`config.mk`:
```
export PLATFORM = sky130hd
export DESIGN_NAME = vx_alu_dotp_flat
export DESIGN_NICKNAME = d
export VERILOG_FILES = /design/src/rtl/vx_alu_dotp_if.sv /design/src/rtl/vx_alu_dotp.sv /design/src/flat_wrapper.sv
export SDC_FILE = /design/constraint.sdc
export NUM_CORES = 2
export LEC_CHECK = 0
export BUFFER_PORTS_ARGS = -buffer_cell sky130_fd_sc_hd__buf_2
export CORE_MARGIN = 3
export CORE_UTILIZATION = 35
export DETAILED_ROUTE_END_ITERATION = 10
export PLACE_DENSITY = 0.6
export SYNTH_ARGS = -nofsm -noshare
export SYNTH_HDL_FRONTEND = slang
export SYNTH_SLANG_ARGS = --single-unit
```
`constraint.sdc`:
```
create_clock -name clk -period 27.9 [get_ports clk]
set_clock_uncertainty 0.15 [all_clocks]
set_input_delay 5.58 -clock clk [delete_from_list [all_inputs] [get_ports clk]]
set_output_delay 5.58 -clock clk [all_outputs]
set_load 0.02 [all_outputs]
```
`src/rtl/vx_alu_dotp_if.sv`:
```
// Request/response bundle for the vx_alu_dotp packed dot-product unit.
// The master modport belongs to the requester; the unit takes the slave side.
interface vx_alu_dotp_if #(
    parameter int NUM_LANES = 1,
    parameter int XLEN      = 32,
    parameter int TAG_WIDTH = 8
);
    logic                      valid_in;
    logic                      ready_in;
    logic [3:0]                op_in;
    logic [NUM_LANES*XLEN-1:0] rs1_in;
    logic [NUM_LANES*XLEN-1:0] rs2_in;
    logic [NUM_LANES*XLEN-1:0] rs3_in;
    logic [TAG_WIDTH-1:0]      tag_in;
    logic                      valid_out;
    logic                      ready_out;
    logic [NUM_LANES*XLEN-1:0] data_out;
    logic [TAG_WIDTH-1:0]      tag_out;

    modport master (
        output valid_in, op_in, rs1_in, rs2_in, rs3_in, tag_in, ready_out,
        input  ready_in, valid_out, data_out, tag_out
    );

    modport slave (
        input  valid_in, op_in, rs1_in, rs2_in, rs3_in, tag_in, ready_out,
        output ready_in, valid_out, data_out, tag_out
    );
endinterface

```
`src/rtl/vx_alu_dotp.sv`:
```
// Iterative multi-lane packed int8/int16 dot product with optional rs3 accumulate.
// Define VX_DOTP_SAT_EN for a widened accumulator and a clamped final result.
module vx_alu_dotp #(
    parameter int NUM_LANES      = 1,
    parameter int XLEN           = 32,
    parameter int MACS_PER_CYCLE = 2,
    parameter int TAG_WIDTH      = 8
) (
    input  logic            clk,
    input  logic            reset_n,
    vx_alu_dotp_if.slave    bus,
    output logic            busy
);
    localparam int N8      = XLEN / 8;
    localparam int N16     = XLEN / 16;
    localparam int BEATS8  = (N8 + MACS_PER_CYCLE - 1) / MACS_PER_CYCLE;
    localparam int BEATS16 = (N16 + MACS_PER_CYCLE - 1) / MACS_PER_CYCLE;
    localparam int CW      = $clog2(BEATS8 + 1) + 1;
`ifdef VX_DOTP_SAT_EN
    localparam int ACC_W   = XLEN + 8;
`else
    localparam int ACC_W   = XLEN;
`endif

    typedef enum logic [1:0] {IDLE, CALC, OUT} state_t;

    state_t                   state, state_nxt;
    logic                     accept, calc_en, finish, out_fire, ready_int;
    logic [CW-1:0]            beats;
    logic [CW-1:0]            cnt_q;
    logic [2:0]               op_q;
    logic [TAG_WIDTH-1:0]     tag_q;
    logic [XLEN-1:0]          rs1_q [NUM_LANES];
    logic [XLEN-1:0]          rs2_q [NUM_LANES];
    logic signed [ACC_W-1:0]  acc_q [NUM_LANES];

    // Sum of this beat's element products; elements past N contribute nothing.
    function automatic logic signed [ACC_W-1:0] beat_sum(
        input logic [XLEN-1:0] a,
        input logic [XLEN-1:0] b,
        input logic [2:0]      op,
        input logic [CW-1:0]   cnt
    );
        logic [2*XLEN-1:0]       a_w, b_w;
        logic signed [16:0]      ea, eb;
        logic signed [33:0]      prod;
        logic signed [ACC_W-1:0] sum;
        int                      base, ew, n;
        ew   = op[2] ? 16 : 8;
        n    = op[2] ? N16 : N8;
        base = int'(cnt) * MACS_PER_CYCLE;
        a_w  = {{XLEN{1'b0}}, a >> (base * ew)};
        b_w  = {{XLEN{1'b0}}, b >> (base * ew)};
        sum  = '0;
        for (int m = 0; m < MACS_PER_CYCLE; m++) begin
            if (op[2]) begin
                ea = {op[0] & a_w[m*16+15], a_w[m*16 +: 16]};
                eb = {op[1] & b_w[m*16+15], b_w[m*16 +: 16]};
            end else begin
                ea = {{9{op[0] & a_w[m*8+7]}}, a_w[m*8 +: 8]};
                eb = {{9{op[1] & b_w[m*8+7]}}, b_w[m*8 +: 8]};
            end
            prod = ea * eb;
            if (base + m < n)
                sum = sum + ACC_W'(prod);
        end
        return sum;
    endfunction

    function automatic logic signed [ACC_W-1:0] acc_seed(
        input logic [XLEN-1:0] rs3,
        input logic [3:0]      op
    );
        if (!op[3])
            return '0;
`ifdef VX_DOTP_SAT_EN
        if (op[0] | op[1])
            return ACC_W'($signed(rs3));
        return ACC_W'($unsigned(rs3));
`else
        return rs3;
`endif
    endfunction

`ifdef VX_DOTP_SAT_EN
    // Clamp to signed XLEN range in signed mode, else to [0, 2^XLEN-1].
    function automatic logic [XLEN-1:0] sat_result(
        input logic signed [ACC_W-1:0] acc,
        input logic                    is_signed
    );
        if (is_signed) begin
            if (acc[ACC_W-1:XLEN-1] == '0 || acc[ACC_W-1:XLEN-1] == '1)
                return acc[XLEN-1:0];
            return acc[ACC_W-1] ? {1'b1, {(XLEN-1){1'b0}}} : {1'b0, {(XLEN-1){1'b1}}};
        end
        if (acc[ACC_W-1])
            return '0;
        if (|acc[ACC_W-2:XLEN])
            return '1;
        return acc[XLEN-1:0];
    endfunction
`else
    function automatic logic [XLEN-1:0] sat_result(
        input logic signed [ACC_W-1:0] acc,
        input logic                    is_signed
    );
        logic unused;
        unused = is_signed;
        return acc;
    endfunction
`endif

    always_ff @(posedge clk) begin
        if (!reset_n) state <= IDLE;
        else          state <= state_nxt;
    end

    always_comb begin
        state_nxt = state;
        case (state)
            IDLE:    if (accept)   state_nxt = CALC;
            CALC:    if (finish)   state_nxt = OUT;
            OUT:     if (out_fire) state_nxt = IDLE;
            default: state_nxt = IDLE;
        endcase
    end

    always_comb begin
        beats     = op_q[2] ? CW'(BEATS16) : CW'(BEATS8);
        ready_int = reset_n && (state == IDLE);
        accept    = ready_int && bus.valid_in;
        calc_en   = (state == CALC);
        finish    = calc_en && (cnt_q == beats);
        out_fire  = (state == OUT) && bus.ready_out;
        busy      = (state != IDLE);
    end

    assign bus.ready_in = ready_int;

    // Operand latch and per-lane accumulation; the cycle after the last beat only drains.
    always_ff @(posedge clk) begin
        if (accept) begin
            op_q  <= bus.op_in[2:0];
            tag_q <= bus.tag_in;
            cnt_q <= '0;
            for (int l = 0; l < NUM_LANES; l++) begin
                rs1_q[l] <= bus.rs1_in[l*XLEN +: XLEN];
                rs2_q[l] <= bus.rs2_in[l*XLEN +: XLEN];
                acc_q[l] <= acc_seed(bus.rs3_in[l*XLEN +: XLEN], bus.op_in);
            end
        end else if (calc_en && !finish) begin
            cnt_q <= cnt_q + 1'b1;
            for (int l = 0; l < NUM_LANES; l++)
                acc_q[l] <= acc_q[l] + beat_sum(rs1_q[l], rs2_q[l], op_q, cnt_q);
        end
    end

    always_ff @(posedge clk) begin
        if (!reset_n) begin
            bus.valid_out <= 1'b0;
            bus.data_out  <= '0;
            bus.tag_out   <= '0;
        end else if (finish) begin
            bus.valid_out <= 1'b1;
            bus.tag_out   <= tag_q;
            for (int l = 0; l < NUM_LANES; l++)
                bus.data_out[l*XLEN +: XLEN] <= sat_result(acc_q[l], op_q[0] | op_q[1]);
        end else if (out_fire) begin
            bus.valid_out <= 1'b0;
        end
    end
endmodule

```
`src/flat_wrapper.sv`:
```
// flat-port wrapper written by rule: the top's interface ports become plain ports
module vx_alu_dotp_flat 
#(
    parameter int NUM_LANES      = 1,
    parameter int XLEN           = 32,
    parameter int MACS_PER_CYCLE = 2,
    parameter int TAG_WIDTH      = 8
)
  (clk, reset_n, busy, bus_valid_in, bus_op_in, bus_rs1_in, bus_rs2_in, bus_rs3_in, bus_tag_in, bus_ready_out, bus_ready_in, bus_valid_out, bus_data_out, bus_tag_out);
  vx_alu_dotp_if #(.NUM_LANES(NUM_LANES), .XLEN(XLEN), .TAG_WIDTH(TAG_WIDTH)) bus_i ();
  input  logic clk;
  input  logic reset_n;
  output logic busy;
  input wire logic [$bits(bus_i.valid_in)-1:0] bus_valid_in;
  input wire logic [$bits(bus_i.op_in)-1:0] bus_op_in;
  input wire logic [$bits(bus_i.rs1_in)-1:0] bus_rs1_in;
  input wire logic [$bits(bus_i.rs2_in)-1:0] bus_rs2_in;
  input wire logic [$bits(bus_i.rs3_in)-1:0] bus_rs3_in;
  input wire logic [$bits(bus_i.tag_in)-1:0] bus_tag_in;
  input wire logic [$bits(bus_i.ready_out)-1:0] bus_ready_out;
  output wire logic [$bits(bus_i.ready_in)-1:0] bus_ready_in;
  output wire logic [$bits(bus_i.valid_out)-1:0] bus_valid_out;
  output wire logic [$bits(bus_i.data_out)-1:0] bus_data_out;
  output wire logic [$bits(bus_i.tag_out)-1:0] bus_tag_out;
  assign bus_i.valid_in = bus_valid_in;
  assign bus_i.op_in = bus_op_in;
  assign bus_i.rs1_in = bus_rs1_in;
  assign bus_i.rs2_in = bus_rs2_in;
  assign bus_i.rs3_in = bus_rs3_in;
  assign bus_i.tag_in = bus_tag_in;
  assign bus_i.ready_out = bus_ready_out;
  assign bus_ready_in = bus_i.ready_in;
  assign bus_valid_out = bus_i.valid_out;
  assign bus_data_out = bus_i.data_out;
  assign bus_tag_out = bus_i.tag_out;
  vx_alu_dotp #(.NUM_LANES(NUM_LANES), .XLEN(XLEN), .MACS_PER_CYCLE(MACS_PER_CYCLE), .TAG_WIDTH(TAG_WIDTH)) u_core (.clk(clk), .reset_n(reset_n), .bus(bus_i), .busy(busy));
endmodule
```
==> impl_metrics.sql <==
INSERT INTO impl_metrics (metric_group, metric, value, unit) VALUES
('detailed_routing', 'post_route_m1_wl', '37.3', 'mm'),
('die', 'die-area', '88900', 'sq um'),
('synthesis', 'synth_top_flop_cell', 'edfxtp_1', ''),
('setup_path', 'timing.critical_path.fanout_max', '47', ''),
('detailed_routing', 'total_length_of_routed_met3_wires', '7.83', 'mm'),
('placement', 'number_of_buffers_inserted_by_port_buffering', '154', ''),
('cells_and_area', 'final_design_area_no_fill', '32500', 'sq um'),
('clock_network', 'clk_latency_worst_skew_pair', '500', 'ps'),
('global_route', 'grt_max_degree', '68', ''),
('synthesis', 'ys_warn_count', '0', ''),
('synthesis', 'leading_cell_types_by_count_after_synthesis', 'inv_1 (671), fa_1 (605), nand2_1 (512)', ''),
('setup_path', 'worst_path_largest_cell_delay', '980', 'ps'),
('run_status', 'status', 'finished clean', ''),
('global_route', 'grt_pass1_vias', '23400', ''),
('timing', 'min_period_over_period', '62.7', '%'),
('setup_path', 'crit_path_frequent_cell', 'fa_1', ''),
('detailed_routing', 'detail_route.iter0.violations', '1683', ''),
('cells_and_area', 'net_total_in_the_final_layout', '4310', ''),
('synthesis', 'synth_sequential_area_ratio', '13.8', '%'),
('detailed_routing', 'post_drt_wl_per_cell', '19.1', 'um'),
('synthesis', 'post-synth-top-count-cell', 'inv_1', ''),
('die', 'pin_count', '155', ''),
('synthesis', 'synth_enable_flop_cells', '107', ''),
('placement', 'post_dp_cell_area', '31900', 'sq um'),
('clock_network', 'clock_tree.htree_level_count', '4', ''),
('timing', 'timing_max_transition_violations_final', '0', ''),
('synthesis', 'ys_top_cells_by_area', 'fa_1 (41%), edfxtp_1 (11%), ha_1 (9.2%), inv_1 (8.4%), nand2_1 (6.4%)', ''),
('synthesis', 'syn_area_cell', '9.10', 'sq um'),
('timing', 'finalSetupViolCount', '0', ''),
('timing', 'maxClockFrequency', '0.0572', 'GHz'),
('setup_path', 'critical_path_arrival', '17580', 'ps'),
('placement', 'post-dp-hpwl', '73.1', 'mm'),
('setup_path', 'reg2reg_slack', '10410', 'ps'),
('clock_network', 'numClockSinks', '153', ''),
('clock_network', 'cts_setup_buffers', '0', ''),
('clock_network', 'post_cts_resize_count', '0', ''),
('die', 'die_h', '298', 'um'),
('clock_network', 'cts_buffers', '17', ''),
('detailed_routing', 'avgViaCountPerCell', '4.99', ''),
('global_route', 'wire_length_of_the_first_global_routing_pass', '136', 'mm'),
('detailed_routing', 'postRouteAntennaNets', '0', ''),
('timing', 'final_period_minus_worst_setup_slack', '17490', 'ps'),
('detailed_routing', 'vias', '22600', ''),
('die', 'core.rowCount', '106', ''),
('synthesis', 'synthArstFlopShare', '0', '%'),
('timing', 'hold-worst-slack', '311', 'ps'),
('synthesis', 'synth_area', '29900', 'sq um'),
('synthesis', 'post_syn_instances', '3282', ''),
('clock_network', 'postCtsHoldBufs', '0', ''),
('timing', 'relSlewSlack', '20.9', '%'),
('detailed_routing', 'drc_violation_count_after_routing', '0', ''),
('die', 'fp.coreArea', '84100', 'sq um'),
('setup_path', 'crit_path_end_kind', 'register', ''),
('timing', 'final_layout_setup_total_negative_slack', '0', 'ps'),
('synthesis', 'syn_nets', '4219', ''),
('timing', 'rsz_0062_raised_after_global_routing', 'no', ''),
('cells_and_area', 'area.growth.synth_to_final', '8.82', '%'),
('setup_path', 'setup.worst_path.start_class', 'register', ''),
('clock_network', 'clk_pin_slew_worst_paths', '80', 'ps'),
('global_route', 'grt_antenna_before_repair', '0', ''),
('synthesis', 'synth.largest_area_cell', 'fa_1', ''),
('setup_path', 'worst-setup-path-type', 'register to register', ''),
('cells_and_area', 'nFillCells', '8595', ''),
('clock_network', 'cts_root_buf', 'clkbuf_16', ''),
('detailed_routing', 'drt_pre_antenna_iters', '5', ''),
('timing', 'hold_violations_final', '0', ''),
('placement', 'globalplace.congestion', '0.972', ''),
('cells_and_area', 'layout-drive-gt1-share', '7.53', '%'),
('die', 'die-width', '298', 'um'),
('synthesis', 'synth_largest_type_area_fraction', '40.5', '%'),
('clock_network', 'tritoncts_clock_tree', 'yes', '');
## path summary, 6_finish.rpt
check | start | endpoint | depth (start not counted)
max | u_core.op_q[2] | u_core.acc_q[0][31] | 57
min | u_core.bus.data_out[7] | u_core.bus.data_out[7] | 2
max reg2reg | u_core.op_q[2] | u_core.acc_q[0][31] | 57
min reg2reg | u_core.bus.data_out[7] | u_core.bus.data_out[7] | 2
## cells in the final DEF, fill, tap and decap left out, types with 46 or more instances in the layout
| cell | Yosys | routed |
|---|---|---|
| a21oi_1 | 81 | 78 |
| buf_2 | 3 | 154 |
| ha_1 | 220 | 219 |
| fa_1 | 605 | 605 |
| nor2_1 | 309 | 308 |
| xnor2_1 | 65 | 65 |
| a21o_1 | 48 | 48 |
| dfxtp_1 | 46 | 46 |
| nand3_1 | 55 | 55 |
| o21ai_0 | 67 | 64 |
| nand2_1 | 512 | 511 |
| edfxtp_1 | 107 | 107 |
| inv_1 | 671 | 671 |
## metal layers
layer	global-route usage [%]	up-vias
met3	4.60	120
met1	28.2	11400
met2	30.6	863
met5	0	-
met4	5.96	0
li1	-	10200
## cell families (layout without fill, tap and decap cells)
| group | count (synthesis) | in the layout | synth area share [%] |
|---|---|---|---|
| xor gates and xnor gates | 107 | 107 | 3.25 |
| adders and majority gates | 825 | 825 | 49.7 |
| muxes | 34 | 34 | 1.26 |
| AOI/OAI and AO/OA | 359 | 359 | 7.66 |
| buffers and inverters | 785 | 889 | 9.90 |
| DFF | 153 | 153 | 13.8 |
| and+or+nand+nor | 1019 | 1019 | 14.3 |
## final cells by class
type | instances | area, sq um | area share (%)
Clock buffer | 24 | 547 | 1.68
Clock inverter | 8 | 67.6 | 0.208
Multi-Input combinational cell | 2344 | 22800 | 70.2
Sequential cell | 153 | 4130 | 12.7
Timing Repair Buffer | 185 | 1000 | 3.09
Tap cell | 1134 | 1420 | 4.36
Inverter | 672 | 2520 | 7.76
## stage by stage
step,setup WS (ps),cells
final,10410,4520
after detailed placement,10610,4488
after CTS,10470,4520
after global placement,10950,4488
after floorplan,12470,3282
after global routing,9280,4520
## worst max-delay path: cells and delay by family, from the launching register on
| kind | cells | cell delay (ps) |
|---|---|---|
| and+or+nand+nor | 12 | 4050 |
| xor gates and xnor gates | 3 | 490 |
| DFF | 1 | 340 |
| AOI/OAI and AO/OA | 14 | 3290 |
| adders and majority gates | 18 | 7760 |
| buffers and inverters | 10 | 1100 |
## flip-flops by register name, indices dropped and copies added (netlist names)
register,count
u_core.rs1_q,32
u_core.rs2_q,32
u_core.op_q,3
u_core.state,2
u_core.bus.valid_out,1
u_core.tag_q,8
u_core.cnt_q,3
u_core.bus.data_out,32
u_core.bus.tag_out,8
u_core.acc_q,32
Power is left out: the tool's default activity adds up to more than one toggle a clock period on the data nets, which glitch-free logic cannot reach.
